===== config.mk =====
export PLATFORM = sky130hd
export DESIGN_NAME = pipefft_twid_loader
export DESIGN_NICKNAME = d
export VERILOG_FILES = /design/src/rtl/pipefft_twid_pkg.sv /design/src/rtl/pipefft_twid_pack.sv /design/src/rtl/pipefft_twid_loader.sv
export SDC_FILE = /design/constraint.sdc
export NUM_CORES = 1
export LEC_CHECK = 0
export CAP_MARGIN = 10
export CORE_MARGIN = 1
export CORE_UTILIZATION = 35
export CTS_BUF_LIST = sky130_fd_sc_hd__clkbuf_8 sky130_fd_sc_hd__clkbuf_16
export CTS_CLUSTER_DIAMETER = 30
export DETAILED_ROUTE_END_ITERATION = 7
export DONT_BUFFER_PORTS = 1
export HOLD_SLACK_MARGIN = 0.15
export PLACE_DENSITY = 0.6
export SLEW_MARGIN = 20
export SYNTH_ARGS = -nofsm -noshare
export SYNTH_HDL_FRONTEND = slang
export SYNTH_HIERARCHICAL = 1
export SYNTH_SLANG_ARGS = --single-unit

===== constraint.sdc =====
create_clock -name clk -period 2.6 [get_ports clk]
set_input_delay 0.26 -clock clk [delete_from_list [all_inputs] [get_ports clk]]
set_output_delay 0.26 -clock clk [all_outputs]
set_load 0.01 [all_outputs]

===== src/rtl/pipefft_twid_pkg.sv =====
`default_nettype none
// ============================================================================
// Package  : pipefft_twid_pkg
// Purpose  : Shared definitions for the pipelined-FFT twiddle table loader:
//            loader state encoding, default table geometry and the RAM word
//            packing helper ({im, re}).
// Revision : 1.0 - initial release
// ============================================================================
package pipefft_twid_pkg;

  localparam int TWID_DEPTH = 16;  // table entries
  localparam int TWID_AW    = 4;   // log2(TWID_DEPTH)
  localparam int TWID_DW    = 32;  // width of one twiddle component

  typedef enum logic [1:0] {
    TWID_IDLE  = 2'd0,
    TWID_LOAD  = 2'd1,
    TWID_FLUSH = 2'd2
  } twid_state_e;

  // RAM word layout: imaginary part in the upper half, real in the lower.
  function automatic logic [2*TWID_DW-1:0] twid_word(input logic [TWID_DW-1:0] re,
                                                     input logic [TWID_DW-1:0] im);
    return {im, re};
  endfunction

endpackage
`default_nettype wire


===== src/rtl/pipefft_twid_pack.sv =====
`default_nettype none
// ============================================================================
// Module   : pipefft_twid_pack
// Purpose  : Combinational packing of one twiddle coefficient into a RAM word,
//            with an optional saturating conjugate of the imaginary part.
// Ports    : re   in  DW    real component (two's complement)
//            im   in  DW    imaginary component (two's complement)
//            conj in  1     1: store -im (saturating), 0: store im as-is
//            word out 2*DW  packed {im', re}
// Revision : 1.0 - initial release
// ============================================================================
module pipefft_twid_pack
  import pipefft_twid_pkg::*;
#(
  parameter int DW = TWID_DW
) (
  input  logic [DW-1:0]   re,
  input  logic [DW-1:0]   im,
  input  logic            conj,
  output logic [2*DW-1:0] word
);

  localparam logic [DW-1:0] c_MOST_NEG = {1'b1, {(DW-1){1'b0}}};
  localparam logic [DW-1:0] c_MOST_POS = {1'b0, {(DW-1){1'b1}}};

  logic [DW-1:0] w_imNeg;
  logic [DW-1:0] w_im;

  // Negating the most-negative value would overflow back onto itself, so it
  // is clamped to the most-positive value instead.
  assign w_imNeg = (im == c_MOST_NEG) ? c_MOST_POS : -im;
  assign w_im    = conj ? w_imNeg : im;

  // The shared packing helper is fixed to the default component width; other
  // widths use the same layout spelled out directly.
  generate
    if (DW == TWID_DW) begin : g_pkgPack
      assign word = twid_word(re, w_im);
    end else begin : g_genericPack
      assign word = {w_im, re};
    end
  endgenerate

endmodule
`default_nettype wire


===== src/rtl/pipefft_twid_loader.sv =====
`default_nettype none
// ============================================================================
// Module   : pipefft_twid_loader
// Purpose  : Write-side master for the pipelined-FFT twiddle table RAM.
//            Accepts (re, im) beats on a valid/ready stream, packs each into
//            one word and writes the RAM sequentially from address 0, then
//            reports whether the table was loaded completely and correctly.
// Options  : TWID_CONJ_EN - adds the conj input; when set at start the stored
//            imaginary parts are negated (saturating) for inverse FFT.
// Ports    : clk, rst           clock / synchronous active-high reset
//            start, abort       load control pulses
//            in_valid/in_ready  coefficient stream handshake
//            in_re, in_im       coefficient components
//            in_last            final beat of the upstream sequence
//            conj               conjugate enable (TWID_CONJ_EN only)
//            wD, wAddr, wEn     RAM write port ({im, re} data)
//            busy               load in progress
//            tbl_valid          table fully and correctly loaded
//            err                sticky: last load mis-sized or aborted
// Revision : 1.0 - initial release
// ============================================================================
module pipefft_twid_loader
  import pipefft_twid_pkg::*;
#(
  parameter int DEPTH = TWID_DEPTH,
  parameter int AW    = TWID_AW,
  parameter int DW    = TWID_DW
) (
  input  logic            clk,
  input  logic            rst,
  input  logic            start,
  input  logic            abort,
  input  logic            in_valid,
  output logic            in_ready,
  input  logic [DW-1:0]   in_re,
  input  logic [DW-1:0]   in_im,
  input  logic            in_last,
`ifdef TWID_CONJ_EN
  input  logic            conj,
`endif
  output logic [2*DW-1:0] wD,
  output logic [AW-1:0]   wAddr,
  output logic            wEn,
  output logic            busy,
  output logic            tbl_valid,
  output logic            err
);

  localparam logic [1:0]    c_IDLE      = TWID_IDLE;
  localparam logic [1:0]    c_LOAD      = TWID_LOAD;
  localparam logic [1:0]    c_FLUSH     = TWID_FLUSH;
  localparam logic [AW-1:0] c_LAST_ADDR = AW'(DEPTH - 1);

  logic [1:0]      r_state;
  logic [AW-1:0]   r_count;
  logic            r_wEn;
  logic [AW-1:0]   r_wAddr;
  logic [2*DW-1:0] r_wD;
  logic            r_busy;
  logic            r_tblValid;
  logic            r_err;

  logic            w_accept;
  logic            w_atEnd;
  logic            w_conj;
  logic [2*DW-1:0] w_word;

`ifdef TWID_CONJ_EN
  logic            r_conj;
  assign w_conj = r_conj;
`else
  assign w_conj = 1'b0;
`endif

  assign in_ready = (r_state == c_LOAD);
  // A beat presented together with abort is dropped: abort outranks it.
  assign w_accept = in_ready && in_valid && !abort;
  assign w_atEnd  = (r_count == c_LAST_ADDR);

  pipefft_twid_pack #(
    .DW (DW)
  ) u_pack (
    .re   (in_re),
    .im   (in_im),
    .conj (w_conj),
    .word (w_word)
  );

  always_ff @(posedge clk) begin
    if (rst) begin
      r_state    <= c_IDLE;
      r_count    <= '0;
      r_wEn      <= 1'b0;
      r_wAddr    <= '0;
      r_wD       <= '0;
      r_busy     <= 1'b0;
      r_tblValid <= 1'b0;
      r_err      <= 1'b0;
`ifdef TWID_CONJ_EN
      r_conj     <= 1'b0;
`endif
    end else begin
      // The write strobe lives for exactly one cycle per accepted beat.
      r_wEn <= 1'b0;
      case (r_state)
        c_IDLE: begin
          // abort is ignored here, so start wins when both arrive together.
          if (start) begin
            r_state    <= c_LOAD;
            r_count    <= '0;
            r_busy     <= 1'b1;
            r_tblValid <= 1'b0;
            r_err      <= 1'b0;
`ifdef TWID_CONJ_EN
            r_conj     <= conj;
`endif
          end
        end
        c_LOAD: begin
          if (abort) begin
            r_state <= c_IDLE;
            r_busy  <= 1'b0;
            r_err   <= 1'b1;
          end else if (w_accept) begin
            r_wEn   <= 1'b1;
            r_wAddr <= r_count;
            r_wD    <= w_word;
            // The DEPTH-th beat always ends the load, so the counter never
            // wraps; only an in_last landing exactly there is a clean load.
            if (w_atEnd || in_last) begin
              r_state <= c_FLUSH;
              r_err   <= !(w_atEnd && in_last);
            end else begin
              r_count <= r_count + 1'b1;
            end
          end
        end
        c_FLUSH: begin
          // The final write is on the RAM port during this cycle.
          r_state    <= c_IDLE;
          r_busy     <= 1'b0;
          r_tblValid <= !r_err;
        end
        default: begin
          r_state <= c_IDLE;
          r_busy  <= 1'b0;
        end
      endcase
    end
  end

  assign wEn       = r_wEn;
  assign wAddr     = r_wAddr;
  assign wD        = r_wD;
  assign busy      = r_busy;
  assign tbl_valid = r_tblValid;
  assign err       = r_err;

endmodule
`default_nettype wire


Word-level counts from Yosys, hierarchy flattened
Cells that the tools add are included.
{"block": "totals", "ff_bits": 78, "inputBits": 70, "output_inout_bits": 73, "wordCells": 58}
{"block": "op_classes", "add_sub_neg": 1, "n_eq_ne": 10, "mux": 20, "n_bitwise": 2, "n_reduce_logical": 17}
{"cell": "two-way mux 4 bit", "count": 4}
{"cell": "two-way mux 2 bit", "count": 4}
{"cell": "inequality test 2 bit, second input constant", "count": 4}
{"cell": "case mux 4 bit (2 select lines)", "count": 1}
{"cell": "two-way mux 1 bit", "count": 7}
{"cell": "inequality test 3 x 2 -> 1 bit, second input constant", "count": 2}
{"cell": "case mux 1 bit (2 select lines)", "count": 3}
{"cell": "AND reduction 3 bit", "count": 2}
{"cell": "AND reduction 5 bit", "count": 1}
{"cell": "adder 4 x 1 -> 4 bit, second input constant", "count": 1}
{"cell": "== test 4 bit, second input constant", "count": 1}
{"cell": "case mux 2 bit (2 select lines)", "count": 1}
{"cell": "AND reduction 2 bit", "count": 2}
{"cell": "AND reduction 4 bit", "count": 1}
{"cell": "nonzero test 2 bit", "count": 2}
{"cell": "logical AND 1 bit", "count": 3}
{"cell": "zero test 1 bit", "count": 3}
{"cell": "OR reduction 3 bit", "count": 1}
{"cell": "== test 2 x 1 -> 1 bit, second input constant", "count": 1}
{"cell": "== test 2 bit, second input constant", "count": 1}
{"cell": "zero test 2 bit", "count": 1}
{"cell": "inequality test 2 x 1 -> 1 bit, second input constant", "count": 1}
{"cell": "inverter 1 bit", "count": 2}
{"cell": "logical OR 1 bit", "count": 1}

Depth between registers and ports, before layout
{"block": "depth", "word_depth": 7, "depth_mapped": 11, "ltp_nobuf": 9}

Modules after synthesis
Netlist, hierarchy kept.
{"mod": "pipefft_twid_loader", "instances": 1, "cells_each": 356, "area_each_um2": 2859.0, "seq_area_each_um2": 1561.5}
{"mod": "pipefft_twid_pack", "instances": 1, "cells_each": 174, "area_each_um2": 1111.1, "seq_area_each_um2": 0.0}

Least setup slack after synthesis
Ideal clock, no wire load.
{"block": "synth_timing", "path_type": "reg2reg", "startpoint": "register r_count[0]", "endpoint": "register r_err, in the netlist err", "setup_ns": 0.087, "arrival_ns": 1.319, "required_time_ns": 2.513, "setup_slack_ns": 1.194, "path_stages_with_launch": 6, "path_buffers": 0, "synth_period_minus_slack_ns": 1.406, "cell_sequence": "dfxtp_1 > ha_1 > a31o_2 > a211oi_1 > o311ai_0 > o31ai_1"}
{"block": "synth_via", "elab_chain_len": 7, "word_cells_on_any_way": 10, "classes_between": "eq/ne (2); mux (4); reduce/logical (4)"}
{"item": "start: declaration", "line": "pipefft_twid_loader.sv:55", "text": "logic [AW-1:0] r_count;"}
{"item": "start signal: assignment", "line": "pipefft_twid_loader.sv:134", "text": "r_count <= r_count + 1'b1;"}
{"item": "== test 4 bit (*)", "line": "pipefft_twid_loader.sv:78", "text": "assign w_atEnd = (r_count == c_LAST_ADDR);"}
{"item": "logical AND 1 bit", "line": "pipefft_twid_loader.sv:132", "text": "r_err <= !(w_atEnd && in_last);"}
{"item": "zero test 1 bit", "line": "pipefft_twid_loader.sv:132"}
{"item": "two-way mux 1 bit", "line": "pipefft_twid_loader.sv:130", "text": "if (w_atEnd || in_last) begin"}
{"item": "two-way mux 1 bit", "line": "pipefft_twid_loader.sv:124", "text": "end else if (w_accept) begin"}
{"item": "two-way mux 1 bit", "line": "pipefft_twid_loader.sv:120", "text": "if (abort) begin"}
{"item": "case mux 1 bit (2 select lines)", "line": "pipefft_twid_loader.sv:105", "text": "case (r_state)"}
{"item": "end signal: assignment", "line": "pipefft_twid_loader.sv:132"}
{"item": "end: declaration", "line": "pipefft_twid_loader.sv:61", "text": "logic r_err;"}
Every way passes the cells marked *; elsewhere a longest branch is shown, timed or not. The select of a mux whose other input is x is not followed.
A chain may end at the register's enable or synchronous reset.

Worst setup path after layout
{"block": "layout_timing", "startpoint": "register r_state[0]", "endpoint": "register r_wD[60], in the netlist wD[60]"}
{"block": "layout_via", "elab_chain_len": 4}
{"item": "start: declaration", "line": "pipefft_twid_loader.sv:54", "text": "logic [1:0] r_state;"}
{"item": "start signal: assignment", "line": "pipefft_twid_loader.sv:91", "text": "r_state <= c_IDLE;"}
{"item": "start signal: assignment", "line": "pipefft_twid_loader.sv:109", "text": "r_state <= c_LOAD;"}
{"item": "start signal: assignment", "line": "pipefft_twid_loader.sv:121", "text": "r_state <= c_IDLE;"}
{"item": "== test 2 x 1 -> 1 bit (*)", "line": "pipefft_twid_loader.sv:75, pipefft_twid_loader.sv:105"}
{"item": "logical AND 1 bit (2 in a row)", "line": "pipefft_twid_loader.sv:77", "text": "assign w_accept = in_ready && in_valid && !abort;"}
{"item": "AND reduction 3 bit (no line) (*)"}
{"item": "end signal: assignment", "line": "pipefft_twid_loader.sv:127", "text": "r_wD <= w_word;"}
{"item": "end: declaration", "line": "pipefft_twid_loader.sv:58", "text": "logic [2*DW-1:0] r_wD;"}
Every way passes the cells marked *; elsewhere a longest branch is shown, timed or not.

==> impl_metrics.json <==
{
  "drt_first_pass_iters": 5,
  "num_vias": 3439,
  "status": "completed",
  "gp_congestion": 0.8911,
  "timing_worst_setup_path_type": "reg2reg",
  "cts_tree": "built",
  "postPlaceCellArea_mm2": 0.003736,
  "layout_common_cells": "177 x nand2_1, 78 x a21oi_1, 78 x dfxtp_1",
  "setup_viol": 0,
  "start_util": 0.3630,
  "r2r_cells": 4,
  "synthDistinctLibCells": 45,
  "yosysTopAreaCell": "dfxtp_1",
  "portBuffers": 0,
  "die_y_um": 108.5,
  "slew_violations": 0,
  "finalHoldViolCount": 0,
  "r2r_start": "r_state[0]",
  "endpoint_kind": "register",
  "cts-buffers-inserted": 9,
  "holdPathEnd": "wD[58]",
  "dieArea_mm2": 0.01177,
  "ir_worst_vdd_uv": 295.5,
  "grt_usage": 0.1697,
  "finalCoreUtilization": 0.4056,
  "synth-seq-cells": 78,
  "crit_path_top_delay_cell": "dfxtp_1",
  "clk_path_buf_depth": 2,
  "min_from": "in_im[26]",
  "viasPerCell": 5.211,
  "wire_per_inst_um": 15.23,
  "seq_area_frac_synth": 0.3933,
  "cts_htree_levels": 3,
  "overflow": 0,
  "min_path_type": "in2reg",
  "fin_crit_ns": 1.780,
  "synthCells": 530,
  "ctsResizeCount": 0,
  "rows": 38,
  "r2r_end": "wD[60]",
  "whs_path_depth": 4,
  "critPathMaxFanout": 41,
  "grt_pass1_wl_mm": 15.45,
  "core_mm2": 0.01094,
  "syn_avg_cell_area_um2": 7.491,
  "max_cap_viol_count": 0,
  "grt_pass1_vias": 3168,
  "yosys_warnings": 6,
  "dp_hpwl_mm": 6.514,
  "drt_first_iter_violations": 167,
  "critical-path-max-stage-delay_ns": 0.53,
  "ios": 143,
  "rsz0062_at_grt": "false",
  "placed_cells": 606,
  "startpoint_type": "register",
  "fin_hold_ws_ns": 0.1652,
  "fin_tns_setup_ns": 0,
  "drt-total-wl_mm": 10.05,
  "cellPowerDensity_mw_per_mm2": 621.7,
  "drive_above_1_share": 0.04808,
  "synth_top_area_share": 0.3933,
  "p_leak_nw": 1.558,
  "grt_max_degree": 76,
  "crit_chain": "and4bb_2 > buf_4 > nand2_1 > a21oi_1",
  "clkSinkCount": 78,
  "post_cts_buffers": 0,
  "nets": 587,
  "period_share": 0.6848,
  "syn_area_mm2": 0.003970,
  "num_antenna_cells": 0,
  "async_flop_share": 0,
  "ys_top_cells_by_area": "dfxtp_1 39%, nand2_1 17%, a21oi_1 9.8%",
  "post-route-cell-area_mm2": 0.004436,
  "fin_worst_skew_ns": 0.006822,
  "die_width_um": 108.5,
  "instances_no_fill": 660,
  "rrSetupSlack_ns": 0.82,
  "synthToLayoutAreaGrowth_pct": 11.72,
  "final_common_cell": "nand2_1",
  "tightest_slew_ns": 0.6638,
  "drc": 0,
  "cts_hold_buffers": 38,
  "critPathArrivalTime_ns": 2.04,
  "ant_nets": 0,
  "required_ns": 2.86,
  "clk_latency_ns": 0.33,
  "synth_ff_type": "dfxtp_1",
  "fmaxAchievable_ghz": 0.5617,
  "synth-edff-count": 0,
  "cts-root-buf": "clkbuf_16",
  "clkTransAtPathRegs_ns": 0.06,
  "antenna_found_initial": 0,
  "slew_headroom": 0.5534
}
-- worst max-delay path: cells and delay by family (launching register included) --
| family | cells | cell delay, ns |
|---|---|---|
| and+or+nand+nor | 2 | 0.58 |
| buffers and inverters | 1 | 0.44 |
| DFF | 1 | 0.53 |
| AOI/OAI and AO/OA | 1 | 0.14 |
-- layer usage --
| metal | vias to the layer above | wire length (um) | GRT usage |
|---|---|---|---|
| li1 | 1712 | - | - |
| met1 | 1595 | 4212 | 0.1939 |
| met2 | 121 | 4793 | 0.2839 |
| met3 | 11 | 897 | 0.05726 |
| met4 | 0 | 148 | 0.07915 |
| met5 | - | 0 | 0 |
-- registers in the layout, summed over array words and instances (netlist names) --
signal	cells
busy	1
err	1
wEn	1
tbl_valid	1
r_count	4
r_state	2
wAddr	4
wD	64
-- worst max path at each step --
stage / startpoint / end / slack (ns) / cells after the start
after floorplan: r_count[0] / err / 1.19 / 5
after detailed placement: r_state[0] / wD[53] / 0.82 / 4
after global placement: r_state[1] / wD[40] / 0.91 / 4
after global routing: r_state[0] / wD[33] / 0.67 / 4
final: r_state[0] / wD[60] / 0.82 / 4
after CTS: r_state[0] / wD[33] / 0.81 / 4
-- Yosys cell counts, types with 2 or more instances --
cell	count
nand3_1	7
nor3_1	6
clkbuf_1	16
nand2_1	177
buf_4	37
buf_8	2
nor4_1	6
inv_1	7
a21oi_1	78
dfxtp_1	78
xnor2_1	3
buf_6	3
o21a_1	2
o31ai_1	9
or3_1	5
ha_1	2
nor2_1	8
o41ai_1	10
o211ai_1	5
nand2b_1	3
buf_2	10
o21ai_0	8
and3_1	2
nor2b_1	2
nand4_1	2
xor2_1	23
-- logic make-up (layout without fill, tap and decap cells) --
family	Yosys count	count (layout)	synth area share
flip-flops	78	78	0.3933
XOR/XNOR	26	26	0.05736
adder cells (fa/ha/maj)	2	2	0.006302
other	1	2	0.0009446
AO/OA/AOI/OAI	121	121	0.1790
buffers and inverters	75	64	0.1204
AND/OR/NAND/NOR	227	227	0.2427
-- per-stage QoR --
step / setup WS (ns) / power [mW]
after floorplan: 1.194 / 1.479
after global placement: 0.9108 / 1.451
after detailed placement: 0.8241 / 1.454
after CTS: 0.8078 / 2.795
after global routing: 0.6695 / 2.871
final: 0.8196 / 2.757
-- power by group --
part	switching, mW	leakage [nW]	internal (mW)
registers	0.0340	0.631	1.22
clock network	0.490	0.146	0.766
logic	0.129	0.781	0.116
total	0.653	1.56	2.10
-- final cells by class --
cell class                      count  area (um^2)
Clock inverter                      6        62.56
Timing Repair Buffer               41        420.4
Sequential cell                    78         1562
Multi-Input combinational cell    378         1951
Clock buffer                       10        239.0
Inverter                            7        26.28
Tap cell                          140        175.2
Fill cell                        1103         6500
Note: power is estimated with default switching activity, not from simulation.
